## src/rtl/ref_sched_pkg.sv

```systemverilog
// Shared types and defaults for the GC-DRAM refresh scheduler.
package ref_sched_pkg;

    typedef enum logic [1:0] {
        IDLE  = 2'd0,
        READ  = 2'd1,
        WRITE = 2'd2,
        DONE  = 2'd3
    } ref_state_t;

    localparam int DEF_ADDR_W       = 3;
    localparam int DEF_REF_INTERVAL = 64;
    localparam int DEF_RD_CYCLES    = 2;
    localparam int DEF_WR_CYCLES    = 2;
    localparam int DEF_MAX_PEND     = 2;

    // Next row to refresh, wrapping from the last row back to row 0.
    function automatic int unsigned next_row(input int unsigned row, input int unsigned num_rows);
        return (row == num_rows - 1) ? 32'd0 : row + 32'd1;
    endfunction

endpackage

```

## src/rtl/ref_interval_timer.sv

```systemverilog
// Free-running refresh interval timer; emits a one-cycle tick every REF_INTERVAL enabled cycles.
module ref_interval_timer
    import ref_sched_pkg::*;
#(
    parameter int REF_INTERVAL = DEF_REF_INTERVAL
) (
    input  logic clk,
    input  logic rst,
    input  logic ref_en,
    output logic tick
);

    localparam int TW = $clog2(REF_INTERVAL);
    localparam logic [TW-1:0] LAST = TW'(REF_INTERVAL - 1);

    logic [TW-1:0] timer;

    // The count freezes while disabled so the interval resumes where it left off.
    always_ff @(posedge clk) begin
        if (rst) begin
            timer <= '0;
        end else if (ref_en) begin
            timer <= (timer == LAST) ? '0 : timer + 1'b1;
        end
    end

    assign tick = ref_en && (timer == LAST);

endmodule

```

## src/rtl/refresh_scheduler.sv

```systemverilog
// Refresh sequencer for the 8-row GC-DRAM: pending-refresh bookkeeping, host arbitration, read/write-back phases.
//
//   state | meaning
//   IDLE  | no refresh in flight; may start when refresh is pending and host allows
//   READ  | mem_ref_rd held for RD_CYCLES
//   WRITE | mem_ref_wr held for WR_CYCLES
//   DONE  | ref_done pulse, row pointer advances on exit
module refresh_scheduler
    import ref_sched_pkg::*;
#(
    parameter int ADDR_W       = DEF_ADDR_W,
    parameter int REF_INTERVAL = DEF_REF_INTERVAL,
    parameter int RD_CYCLES    = DEF_RD_CYCLES,
    parameter int WR_CYCLES    = DEF_WR_CYCLES,
    parameter int MAX_PEND     = DEF_MAX_PEND
) (
    input  logic              clk,
    input  logic              rst,
    input  logic              ref_en,
    input  logic              wr_req,
    input  logic              rd_req,
    output logic              host_stall,
    output logic              mem_ref_rd,
    output logic              mem_ref_wr,
    output logic [ADDR_W-1:0] ref_mem_addr,
    output logic              ref_done,
    output logic              ref_busy,
    output logic              ref_urgent,
    output logic              ref_miss
);

    localparam int unsigned NUM_ROWS = 2 ** ADDR_W;
    localparam int PW     = $clog2(MAX_PEND + 1);
    localparam int PH_MAX = (RD_CYCLES > WR_CYCLES) ? RD_CYCLES : WR_CYCLES;
    localparam int PH_W   = (PH_MAX > 1) ? $clog2(PH_MAX) : 1;
    localparam logic [PW-1:0] PEND_MAX = PW'(MAX_PEND);

    ref_state_t        state;
    logic [PH_W-1:0]   ph_cnt;
    logic [PW-1:0]     pend_cnt;
    logic              tick;
    logic              start_now;
    logic              in_done;

    ref_interval_timer #(
        .REF_INTERVAL(REF_INTERVAL)
    ) u_timer (
        .clk    (clk),
        .rst    (rst),
        .ref_en (ref_en),
        .tick   (tick)
    );

    assign ref_urgent = (pend_cnt == PEND_MAX);
    assign in_done    = (state == DONE);
    assign start_now  = (state == IDLE) && ref_en && (pend_cnt != '0)
                        && (!(wr_req || rd_req) || ref_urgent);
    assign host_stall = (state != IDLE) || start_now;

    // A tick and a completing refresh in the same cycle cancel out.
    always_ff @(posedge clk) begin
        if (rst) begin
            pend_cnt <= '0;
            ref_miss <= 1'b0;
        end else if (tick && !in_done) begin
            if (pend_cnt == PEND_MAX) begin
                ref_miss <= 1'b1;
            end else begin
                pend_cnt <= pend_cnt + 1'b1;
            end
        end else if (in_done && !tick) begin
            pend_cnt <= pend_cnt - 1'b1;
        end
    end

    always_ff @(posedge clk) begin
        if (rst) begin
            state        <= IDLE;
            ph_cnt       <= '0;
            ref_mem_addr <= '0;
            mem_ref_rd   <= 1'b0;
            mem_ref_wr   <= 1'b0;
            ref_done     <= 1'b0;
            ref_busy     <= 1'b0;
        end else begin
            case (state)
                IDLE: begin
                    if (start_now) begin
                        state      <= READ;
                        ph_cnt     <= PH_W'(RD_CYCLES - 1);
                        mem_ref_rd <= 1'b1;
                        ref_busy   <= 1'b1;
                    end
                end
                READ: begin
                    if (ph_cnt == '0) begin
                        state      <= WRITE;
                        ph_cnt     <= PH_W'(WR_CYCLES - 1);
                        mem_ref_rd <= 1'b0;
                        mem_ref_wr <= 1'b1;
                    end else begin
                        ph_cnt <= ph_cnt - 1'b1;
                    end
                end
                WRITE: begin
                    if (ph_cnt == '0) begin
                        state      <= DONE;
                        ph_cnt     <= '0;
                        mem_ref_wr <= 1'b0;
                        ref_done   <= 1'b1;
                    end else begin
                        ph_cnt <= ph_cnt - 1'b1;
                    end
                end
                DONE: begin
                    state        <= IDLE;
                    ref_done     <= 1'b0;
                    ref_busy     <= 1'b0;
                    ref_mem_addr <= ADDR_W'(next_row(32'(ref_mem_addr), NUM_ROWS));
                end
                default: begin
                    state <= IDLE;
                end
            endcase
        end
    end

endmodule

```

## config.mk

```make
export PLATFORM = sky130hd
export DESIGN_NAME = refresh_scheduler
export DESIGN_NICKNAME = d
export VERILOG_FILES = /design/src/rtl/ref_sched_pkg.sv /design/src/rtl/ref_interval_timer.sv /design/src/rtl/refresh_scheduler.sv
export SDC_FILE = /design/constraint.sdc
export NUM_CORES = 1
export LEC_CHECK = 0
export CAP_MARGIN = 0
export CORE_MARGIN = 5
export CORE_UTILIZATION = 52
export DETAILED_ROUTE_END_ITERATION = 6
export GPL_TIMING_DRIVEN = 1
export PLACE_DENSITY_LB_ADDON = 0.12
export SETUP_SLACK_MARGIN = 0.1
export SYNTH_ARGS = -nofsm -noshare
export SYNTH_HDL_FRONTEND = slang
export SYNTH_HIERARCHICAL = 1
export SYNTH_SLANG_ARGS = --single-unit
```

## constraint.sdc

```tcl
create_clock -name clk -period 2.6 [get_ports clk]
set_clock_uncertainty 0.1 [all_clocks]
set_input_delay 0.52 -clock clk [delete_from_list [all_inputs] [get_ports clk]]
set_output_delay 0.52 -clock clk [all_outputs]
set_load 0.005 [all_outputs]
```

Yosys cells after proc, flatten, opt, wreduce, memory -nomap -nowiden. Index checks and enable logic that the tools add are counted.

Reduce and logical (&&, ||, !) cells: 29. Add/sub/neg operators: 5. Multiplexer cells: 19. Equal/unequal tests: 10.

Operator list (number): $reduce_bool A2 Y1 (7); $mux W2 (6); $reduce_and A2 Y1 (5); $reduce_and A3 Y1 (3); $ne A2 B2 Y1 const B (4); $pmux W1 S2 (4); $pmux W2 S4 (1); $add A6 B1 Y6 const B (1); $eq A2 B2 Y1 const B (3); $eq A6 B6 Y1 const B (1); $logic_and A1 B1 Y1 (6); $mux W6 (1); $mux W1 (5); $add A3 B1 Y3 const B (1); $eq A3 B3 Y1 const B (1); $logic_not A1 Y1 (3); $logic_or A1 B1 Y1 (3); $mux W3 (1); $pmux W1 S3 (1); $reduce_bool A3 Y1 (1); $add A2 B1 Y2 const B (1); $eq A2 B1 Y1 const B (1); $logic_not A2 Y1 (1); $sub A2 B1 Y2 const B (1); $sub A1 B1 Y1 const B (1).

Flip-flop bits (word level): 19. Output and inout port bits: 10.

Depth between registers and ports, before layout. Gate-level depths: netlist of the first run.

Depth in word-level cells: 6. Depth in mapped cells: 6. Gate-level depth less buffers: 6.

By module. The synthesis of the first run kept the hierarchy.

By module, submodules not included: refresh_scheduler (instances 1, area each 774.5 µm², sequential area each 260.2 µm², cells each 78); ref_interval_timer (instances 1, area each 256.5 µm², sequential area each 120.1 µm², cells each 26).

Worst setup path before layout of the first run. OpenSTA, ideal clock, no wires.

Path type: in2out. Start: in wr_req. End: out host_stall. Arrival time: 1061 ps. Buffers on the path: 0. Data required time: 1980 ps. Stages: 3. Path slack: 919 ps. Path through: nand4bb_4 and3_2 inv_1.

Cells in the longest elaborated chain, start to end: 5.

RTL lines: start: declaration (RTL line refresh_scheduler.sv:20) `input logic wr_req,`; $logic_or A1 B1 Y1 (RTL line refresh_scheduler.sv:57) `&& (!(wr_req || rd_req) || ref_urgent);`; $logic_not A1 Y1 (RTL line refresh_scheduler.sv:57); $logic_or A1 B1 Y1 (RTL line refresh_scheduler.sv:57); $logic_and A1 B1 Y1 (RTL line refresh_scheduler.sv:57); $logic_or A1 B1 Y1 (RTL line refresh_scheduler.sv:58) `assign host_stall = (state != IDLE) || start_now;`; end: declaration (RTL line refresh_scheduler.sv:22) `output logic host_stall,`.

No other way between the ends.

Worst setup path after layout of the first run. Same ends and word-level chain as after synthesis.

==> reports/qor.yml, run 1 <==
outcome:
  outcome: "complete, no violations"
critical_path:
  worst_r2r_endpoint: "pend_cnt[1]"
  critPathKind: "input pin to output pin"
  startpoint_type: "input pin"
  crit_fanout: 2
  cp_data_required_time_ps: 1980
  worst-r2r-cell-count: 7
  arrival_ps: 1490
  endpoint_kind: "output pin"
  r2r_start: "u_timer/timer[0]"
  reg2reg_slack_ps: 840
global_routing:
  grt_pass1_wl_mm: 3.35
  grtUsageMet3_pct: 2.45
  grt_util_met1_pct: 18.3
  use_met2_pct: 27.5
  grt_max_degree: 12
  gr-total-overflow: 0
  top_usage_layer: "met2"
  grt_pass1_vias: 801
  antenna_found_initial: 0
  track_usage_pct: 15.5
clock_network:
  clk_latency_ps: 280
  ctsHtreeMaxLevel: 1
  cts.sinks: 19
  postCtsHoldBufs: 0
  cts_buffers: 3
  clkTransAtPathRegs_ps: 100
  cts_tree: "done"
  post_cts_buffers: 0
  clock_path_buffers: 2
  cts_root_buffer: "clkbuf_4"
cells_and_area:
  antennaDiodeCount: 0
  drive_gt1_share_pct: 17.6
  num-nets-final: 139
  syn_to_final_growth_pct: 22.5
  layout_common_cells: "dfxtp_1 (19), clkdlybuf4s50_1 (12), nor2_1 (9)"
  final_core_util_pct: 65.7
  stdcell_count: 152
  mostFrequentLayoutCell: "dfxtp_1"
placed_design:
  place_congestion: 0.744
  dp_hpwl_mm: 1.45
  dpl.cell_count: 148
  io_buffers: 14
power_and_ir_drop:
  powerDensity_nw_per_um2: 372
  p_total_uw: 469
  power.leakage_uw: 0.000533
  vdd_drop_max_mv: 0.307
timing:
  hold_viol_final: 0
  worstMarginPinSlew_ps: 442
  maxSlewViolCount: 0
  setup_violations: 0
  fmax_mhz: 473
  slew_headroom_pct: 70.5
  rsz0062_at_grt: "no"
  fin_crit_sh_pct: 81.2
  min_period_ps: 2110
hold_path:
  hold_path_depth: 2
  holdPathEnd: "mem_ref_wr"
  worstHoldPathType: "flip-flop to flip-flop"
  worstHoldStart: "mem_ref_wr"
synth:
  synthFlopType: "dfxtp_1"
  syn-cell-area_um2: 1030
  syn_area_per_cell_um2: 9.91
  yosys_warnings: 6
  ys_seq_area_share_pct: 36.9
  ys_seq_elements: 19
  synthCells: 104
  ys_async_sr_fraction_pct: 0
  ys_types: 37
  synth_nets: 117
  synth-edff-count: 0
detailed_routing:
  finalWirelength_mm: 1.87
  drc: 0
  drtIter0Drc: 9
  firstDrtPassIters: 4
  avgViaCountPerCell: 5.27
  vias: 801
  wl_per_cell_um: 12.3
  postRouteAntennaNets: 0
floorplan:
  die_w_um: 54.5
  rows: 16
  coreArea_um2: 1920
  start_util_pct: 53.6
  io_pins: 15
  dieArea_um2: 2970
  die_y_um: 54.5
run:
  cap_violations: 0
[timing repair]
item	in CTS	in global routing
pin swaps	0	0
gates resized for setup	2	1
setup endpoints to repair	1	1
[where the power goes]
| part | internal [uW] | leakage (uW) | switching (uW) | total [uW] |
|---|---|---|---|---|
| sequential | 294 | 0.000153 | 3.35 | 298 |
| combinational | 13.6 | 0.000365 | 12.8 | 26.3 |
| clock | 59.4 | 0.0000150 | 85.6 | 145 |
[layer usage]
layer  vias to the layer above  wire length (um)
met3                         2                67
met2                        12               925
met4                         0                23
li1                        413                 -
met1                       374               851
met5                         -                 0
[worst max-delay path: stages]
cell             delay [ps]
clkdlybuf4s50_1         400
nand4bb_4               220
and3_4                  200
inv_1                    40
dlymetal6s2s_1          110
[state kept, by name, summed over array words and instances (netlist names)]
register / flops
state: 2
ref_miss: 1
ref_mem_addr: 3
ph_cnt: 1
pend_cnt: 2
u_timer/timer: 6
ref_done: 1
ref_busy: 1
mem_ref_wr: 1
mem_ref_rd: 1
[stage by stage]
| stage | hold WS, ps | setup slack (ps) | cell area, um2 | TNS (ps) |
|---|---|---|---|---|
| 2_1_floorplan | 350 | 919 | 1030 | 0 |
| 3_3_place_gp | 352 | -44.6 | 1230 | -44.6 |
| 3_5_place_dp | 355 | -52.9 | 1230 | -52.9 |
| 4_1_cts | 380 | 104 | 1260 | 0 |
| 5_1_grt | 394 | 417 | 1260 | 0 |
| 6_report | 370 | 488 | 1260 | 0 |
[worst max-delay path by stage]
stage | startpoint | endpoint | slack [ps] | cells after the start
finish | wr_req | host_stall | 490 | 5
global route | state[0] | host_stall | 420 | 5
CTS | wr_req | host_stall | 100 | 5
detailed placement | ref_en | host_stall | -50 | 5
global placement | ref_en | host_stall | -40 | 5
floorplan | wr_req | host_stall | 920 | 3
[logic make-up (layout without fill, tap and decap cells)]
family	after synthesis	in the layout	share of synthesized area [%]
flops	19	19	36.9
mux	5	5	4.85
simple gates	38	38	23.8
buf+inv	10	31	4.00
fa+ha+maj	8	8	9.71
xor+xnor	4	4	3.40
compound gates	20	20	17.4
[synth_stat cells, drive strengths merged (3+ instances only)]
master | n | area [um2]
ha | 8 | 100
nor2b | 4 | 25.0
nor3b | 3 | 22.5
nor2 | 9 | 33.8
o21ai | 3 | 15.0
mux2i | 5 | 50.1
inv | 8 | 30.0
a211oi | 5 | 47.5
xor2 | 3 | 26.3
dfxtp | 19 | 380
nor3 | 3 | 15.0
nand2 | 7 | 26.3
[cell type report]
| type | count | area (um2) |
|---|---|---|
| Inverter | 8 | 30.0 |
| Timing Repair Buffer | 19 | 179 |
| Fill cell | 168 | 659 |
| Sequential cell | 19 | 380 |
| Multi-Input combinational cell | 75 | 613 |
| Tap cell | 27 | 33.8 |
| Clock buffer | 4 | 26.3 |
(Power assumes the default switching activity.)
==> run 2, diff against run 1 <==
==> constraint.sdc (replaced) <==
create_clock -name clk -period 2.1 [get_ports clk]
set_clock_uncertainty 0.1 [all_clocks]
set_input_delay 0.42 -clock clk [delete_from_list [all_inputs] [get_ports clk]]
set_output_delay 0.42 -clock clk [all_outputs]
set_load 0.005 [all_outputs]
==> reports/qor.yml, run 2 (same netlist as run 1, synthesis figures left out) <==
timing:
  hold_ws_ps: 377
  fin_crit_sh_pct: 91.7
  hold_viol_final: 0
  fmax_mhz: 519
  tns_ps: 0
  setup_violations: 0
  worstMarginPinSlew_ps: 448
  rsz0062_at_grt: "no"
  min_period_ps: 1930
  maxSlewViolCount: 0
  slew_headroom_pct: 70.1
critical_path:
  worst_path_max_delay_cell: "clkdlybuf4s50_1"
  path_depth: 5
  cp_data_required_time_ps: 1580
  worst-r2r-cell-count: 6
  startpoint_type: "input pin"
  arrival_ps: 1410
  reg2reg_slack_ps: 350
  endpoint_kind: "output pin"
  worst-path-buf-inv: 3
  cp_top_family: "buffers and inverters"
  crit_fanout: 2
  path_cells: "clkdlybuf4s50_1 > nand4bb_4 > and3_4 > inv_1 > clkbuf_2"
  critPathMaxStageDelay_ps: 400
  critPathKind: "input pin to output pin"
cells_and_area:
  final_core_util_pct: 66.6
  syn_to_final_growth_pct: 24.2
  mostFrequentLayoutCell: "dfxtp_1"
  reg_top3: "u_timer/timer: 6 flops, ref_mem_addr: 3 flops"
  largest_register_ffs: 6
  final_area_um2: 1280
  layout_common_cells: "dfxtp_1 (17), clkdlybuf4s50_1 (12), nor2_1 (9)"
  drive_gt1_share_pct: 21.9
  regMostFlops: "u_timer/timer"
  num-nets-final: 142
  antennaDiodeCount: 0
power_and_ir_drop:
  p_seq_share_pct: 63.2
  p_clk_share_pct: 31.2
  swShare_pct: 22.0
  powerDensity_nw_per_um2: 456
  netSwitchingPower_uw: 128
  power.leakage_uw: 0.000530
  vdd_drop_max_mv: 0.265
  pwr-share-comb_pct: 5.6
  p_total_uw: 583
  p_int_uw: 455
clock_network:
  cts.sinks: 19
  cts_root_buffer: "clkbuf_4"
  postCtsHoldBufs: 0
  cts_tree: "done"
  cts_buffers: 3
  post_cts_buffers: 0
  clk_latency_ps: 290
  clkTransAtPathRegs_ps: 100
  ctsHtreeMaxLevel: 1
  clock_path_buffers: 2
floorplan:
  io_pins: 15
  die_w_um: 54.5
  dieArea_um2: 2970
  coreArea_um2: 1920
  rows: 16
  start_util_pct: 53.6
  die_y_um: 54.5
global_routing:
  grt_max_degree: 12
  gr-total-overflow: 0
  grt_pass1_vias: 783
  antenna_found_initial: 0
  grt_pass1_wl_mm: 3.50
  track_usage_pct: 16.3
detailed_routing:
  postRouteAntennaNets: 0
  drc: 0
  drtIter0Drc: 18
  finalWirelength_mm: 2.06
  wl_per_cell_um: 13.3
  vias: 839
  avgViaCountPerCell: 5.41
  firstDrtPassIters: 4
placed_design:
  place_congestion: 0.727
  dp_hpwl_mm: 1.53
  dpl-instance-area_um2: 1250
  io_buffers: 14
hold_path:
  hold_path_depth: 2
  worstHoldPathType: "flip-flop to flip-flop"
run:
  cap_violations: 0
outcome:
  outcome: "complete, no violations"
## run 2: cell types whose count changed in the layout (fill, tap and decap cells not counted)
cell            previous run  this run
dfxtp_1                   19        17
buf_4                      5         8
clkbuf_2                   0         1
dfxtp_2                    0         2
dlymetal6s2s_1             1         0
## run 2: stage by stage
step                setup slack, ps  std cells
finish                          175        155
global route                    122        155
CTS                            84.9        155
detailed placement             -364        151
global placement               -344        151
floorplan                       471        104
## run 2: metal layers
metal,GRT usage (%),part of all wire [%],vias up
li1,-,-,420
met2,25.9,48,12
met1,21.4,47,401
met3,2.72,2.7,6
met5,0,0,-
met4,7.47,2.0,0
## run 2: power groups by stage
| stage | Combinational, uW | Clock [uW] | Sequential, uW |
|---|---|---|---|
| after floorplan | 15.5 | 0 | 376 |
| after global placement | 32.8 | 0 | 377 |
| after detailed placement | 33.5 | 0 | 377 |
| after CTS | 33.0 | 188 | 369 |
| after global routing | 36.4 | 204 | 369 |
| final | 32.7 | 182 | 369 |
## run 2: timing repair
item | CTS | global route
resized for setup | 5 | 2
setup endpoints to repair | 5 | 2
pin swaps | 0 | 1
## run 2: final cells by class
type	count	area [um2]
inverters	8	30.0
flip-flops and latches	19	383
well taps	27	33.8
multi-input cells	75	613
fillers	172	642
clock buffers	4	26.3
repair buffers	22	194
## run 2: path summary, 6_finish.rpt
path,startpoint,end
max,wr_req,host_stall
min,mem_ref_wr,mem_ref_wr
max reg2reg,u_timer/timer[0],pend_cnt[0]
min reg2reg,mem_ref_wr,mem_ref_wr
## run 2: worst reg2reg max path, stage by stage (launching register included)
cell and delay [ps]:
dfxtp_1 400, ha_1 190, nand4_1 150, nor2_1 290, nor2b_1 250, a211oi_1 100, a211oi_1 200
==> run 3, diff against run 2 <==
--- a/config.mk
+++ b/config.mk
@@ -10,6 +10,7 @@
 export CORE_UTILIZATION = 52
 export DETAILED_ROUTE_END_ITERATION = 6
 export GPL_TIMING_DRIVEN = 1
+export MAX_ROUTING_LAYER = met4
 export PLACE_DENSITY_LB_ADDON = 0.12
 export SETUP_SLACK_MARGIN = 0.1
 export SYNTH_ARGS = -nofsm -noshare
==> reports/qor.yml, run 3 (same netlist as run 1, synthesis figures left out) <==
clock_network:
  clkTransAtPathRegs_ps: 100
  cts.sinks: 19
  ctsHtreeMaxLevel: 1
  clk_latency_ps: 290
  postCtsHoldBufs: 0
  cts_tree: "done"
  cts_buffers: 3
  post_cts_buffers: 0
  clock_path_buffers: 2
  cts_root_buffer: "clkbuf_4"
cells_and_area:
  layout_common_cells: "dfxtp_1 (17), clkdlybuf4s50_1 (12), nor2_1 (9)"
  mostFrequentLayoutCell: "dfxtp_1"
  largest_register_ffs: 6
  reg_top3: "u_timer/timer: 6 flops, ref_mem_addr: 3 flops"
  regMostFlops: "u_timer/timer"
  syn_to_final_growth_pct: 24.2
  antennaDiodeCount: 0
  final_core_util_pct: 66.6
  drive_gt1_share_pct: 21.9
  final_area_um2: 1280
  num-nets-final: 142
critical_path:
  cp_data_required_time_ps: 1580
  arrival_ps: 1410
  critPathLaunch: "wr_req"
  startpoint_type: "input pin"
  crit_fanout: 2
  reg2reg_slack_ps: 340
  path_cells: "clkdlybuf4s50_1 > nand4bb_4 > and3_4 > inv_1 > clkbuf_2"
  critPathKind: "input pin to output pin"
  critPathMaxStageDelay_ps: 410
  endpoint_kind: "output pin"
  r2r_start: "u_timer/timer[0]"
  worst_path_max_delay_cell: "clkdlybuf4s50_1"
timing:
  tns_ps: 0
  fmax_mhz: 518
  setup_violations: 0
  slew_headroom_pct: 70.1
  min_period_ps: 1930
  hold_viol_final: 0
  maxSlewViolCount: 0
  rsz0062_at_grt: "no"
  worstMarginPinSlew_ps: 449
  setup_slack_ps: 171
  fin_crit_sh_pct: 91.9
global_routing:
  grt_pass1_vias: 782
  grt_max_degree: 12
  track_usage_pct: 16.8
  grt_pass1_wl_mm: 3.51
  gr-total-overflow: 0
  antenna_found_initial: 0
power_and_ir_drop:
  power.leakage_uw: 0.000530
  p_total_uw: 584
  vdd_drop_max_mv: 0.265
  powerDensity_nw_per_um2: 456
placed_design:
  place_congestion: 0.736
  dp_hpwl_mm: 1.53
  dpl-instance-area_um2: 1250
  pre_cts_ws_ps: -364
  io_buffers: 14
floorplan:
  dieArea_um2: 2970
  rows: 16
  coreArea_um2: 1920
  die_y_um: 54.5
  die_w_um: 54.5
  io_pins: 15
  start_util_pct: 53.6
outcome:
  outcome: "complete, no violations"
detailed_routing:
  finalWirelength_mm: 2.07
  drc: 0
  avgViaCountPerCell: 5.43
  wl_per_cell_um: 13.3
  vias: 841
  drtIter0Drc: 18
  postRouteAntennaNets: 0
  firstDrtPassIters: 4
hold_path:
  worstHoldStart: "mem_ref_wr"
  worstHoldPathType: "flip-flop to flip-flop"
run:
  cap_violations: 0
## run 3: cell counts in the layout (fill, tap and decap cells not counted)
Identical to the previous run, type by type.
## run 3: final cells by class
class	count	area [um2]
Fill cell	172	642
Multi-Input combinational cell	75	613
Sequential cell	19	383
Timing Repair Buffer	22	194
Tap cell	27	33.8
Inverter	8	30.0
Clock buffer	4	26.3
## run 3: per-layer routing
| layer | wire length [um] | part of all wire (%) | global-route usage, % | vias to the layer above |
|---|---|---|---|---|
| met5 | 0 | 0 | - | - |
| met4 | 44 | 2.1 | 7.47 | 0 |
| met3 | 53 | 2.6 | 2.72 | 6 |
| met2 | 991 | 48 | 25.9 | 12 |
| met1 | 977 | 47 | 21.4 | 404 |
| li1 | - | - | - | 419 |
## run 3: worst paths after layout
check / end / depth (start not counted)
max: host_stall / 5
min: mem_ref_wr / 2
max reg2reg: pend_cnt[0] / 6
min reg2reg: mem_ref_wr / 2
## run 3: timing repair
item	4_1_cts	5_1_grt
setup endpoints to repair	5	2
gates resized for setup	5	2
pin swaps	0	1
## run 3: power breakdown
group | total, uW | internal, uW | switching [uW]
clock | 183 | 73.8 | 109
combinational | 32.8 | 16.7 | 16.1
sequential | 369 | 364 | 4.28
total | 584 | 455 | 129
## run 3: critical path: cells and delay by family
family | cells | cell delay, ps
buffers and inverters | 3 | 570
AND/OR/NAND/NOR | 2 | 420
## run 3: metrics by stage
step / hold slack, ps / instances
2_1_floorplan: 350 / 104
3_3_place_gp: 349 / 151
3_5_place_dp: 351 / 151
4_1_cts: 380 / 155
5_1_grt: 400 / 155
6_report: 377 / 155
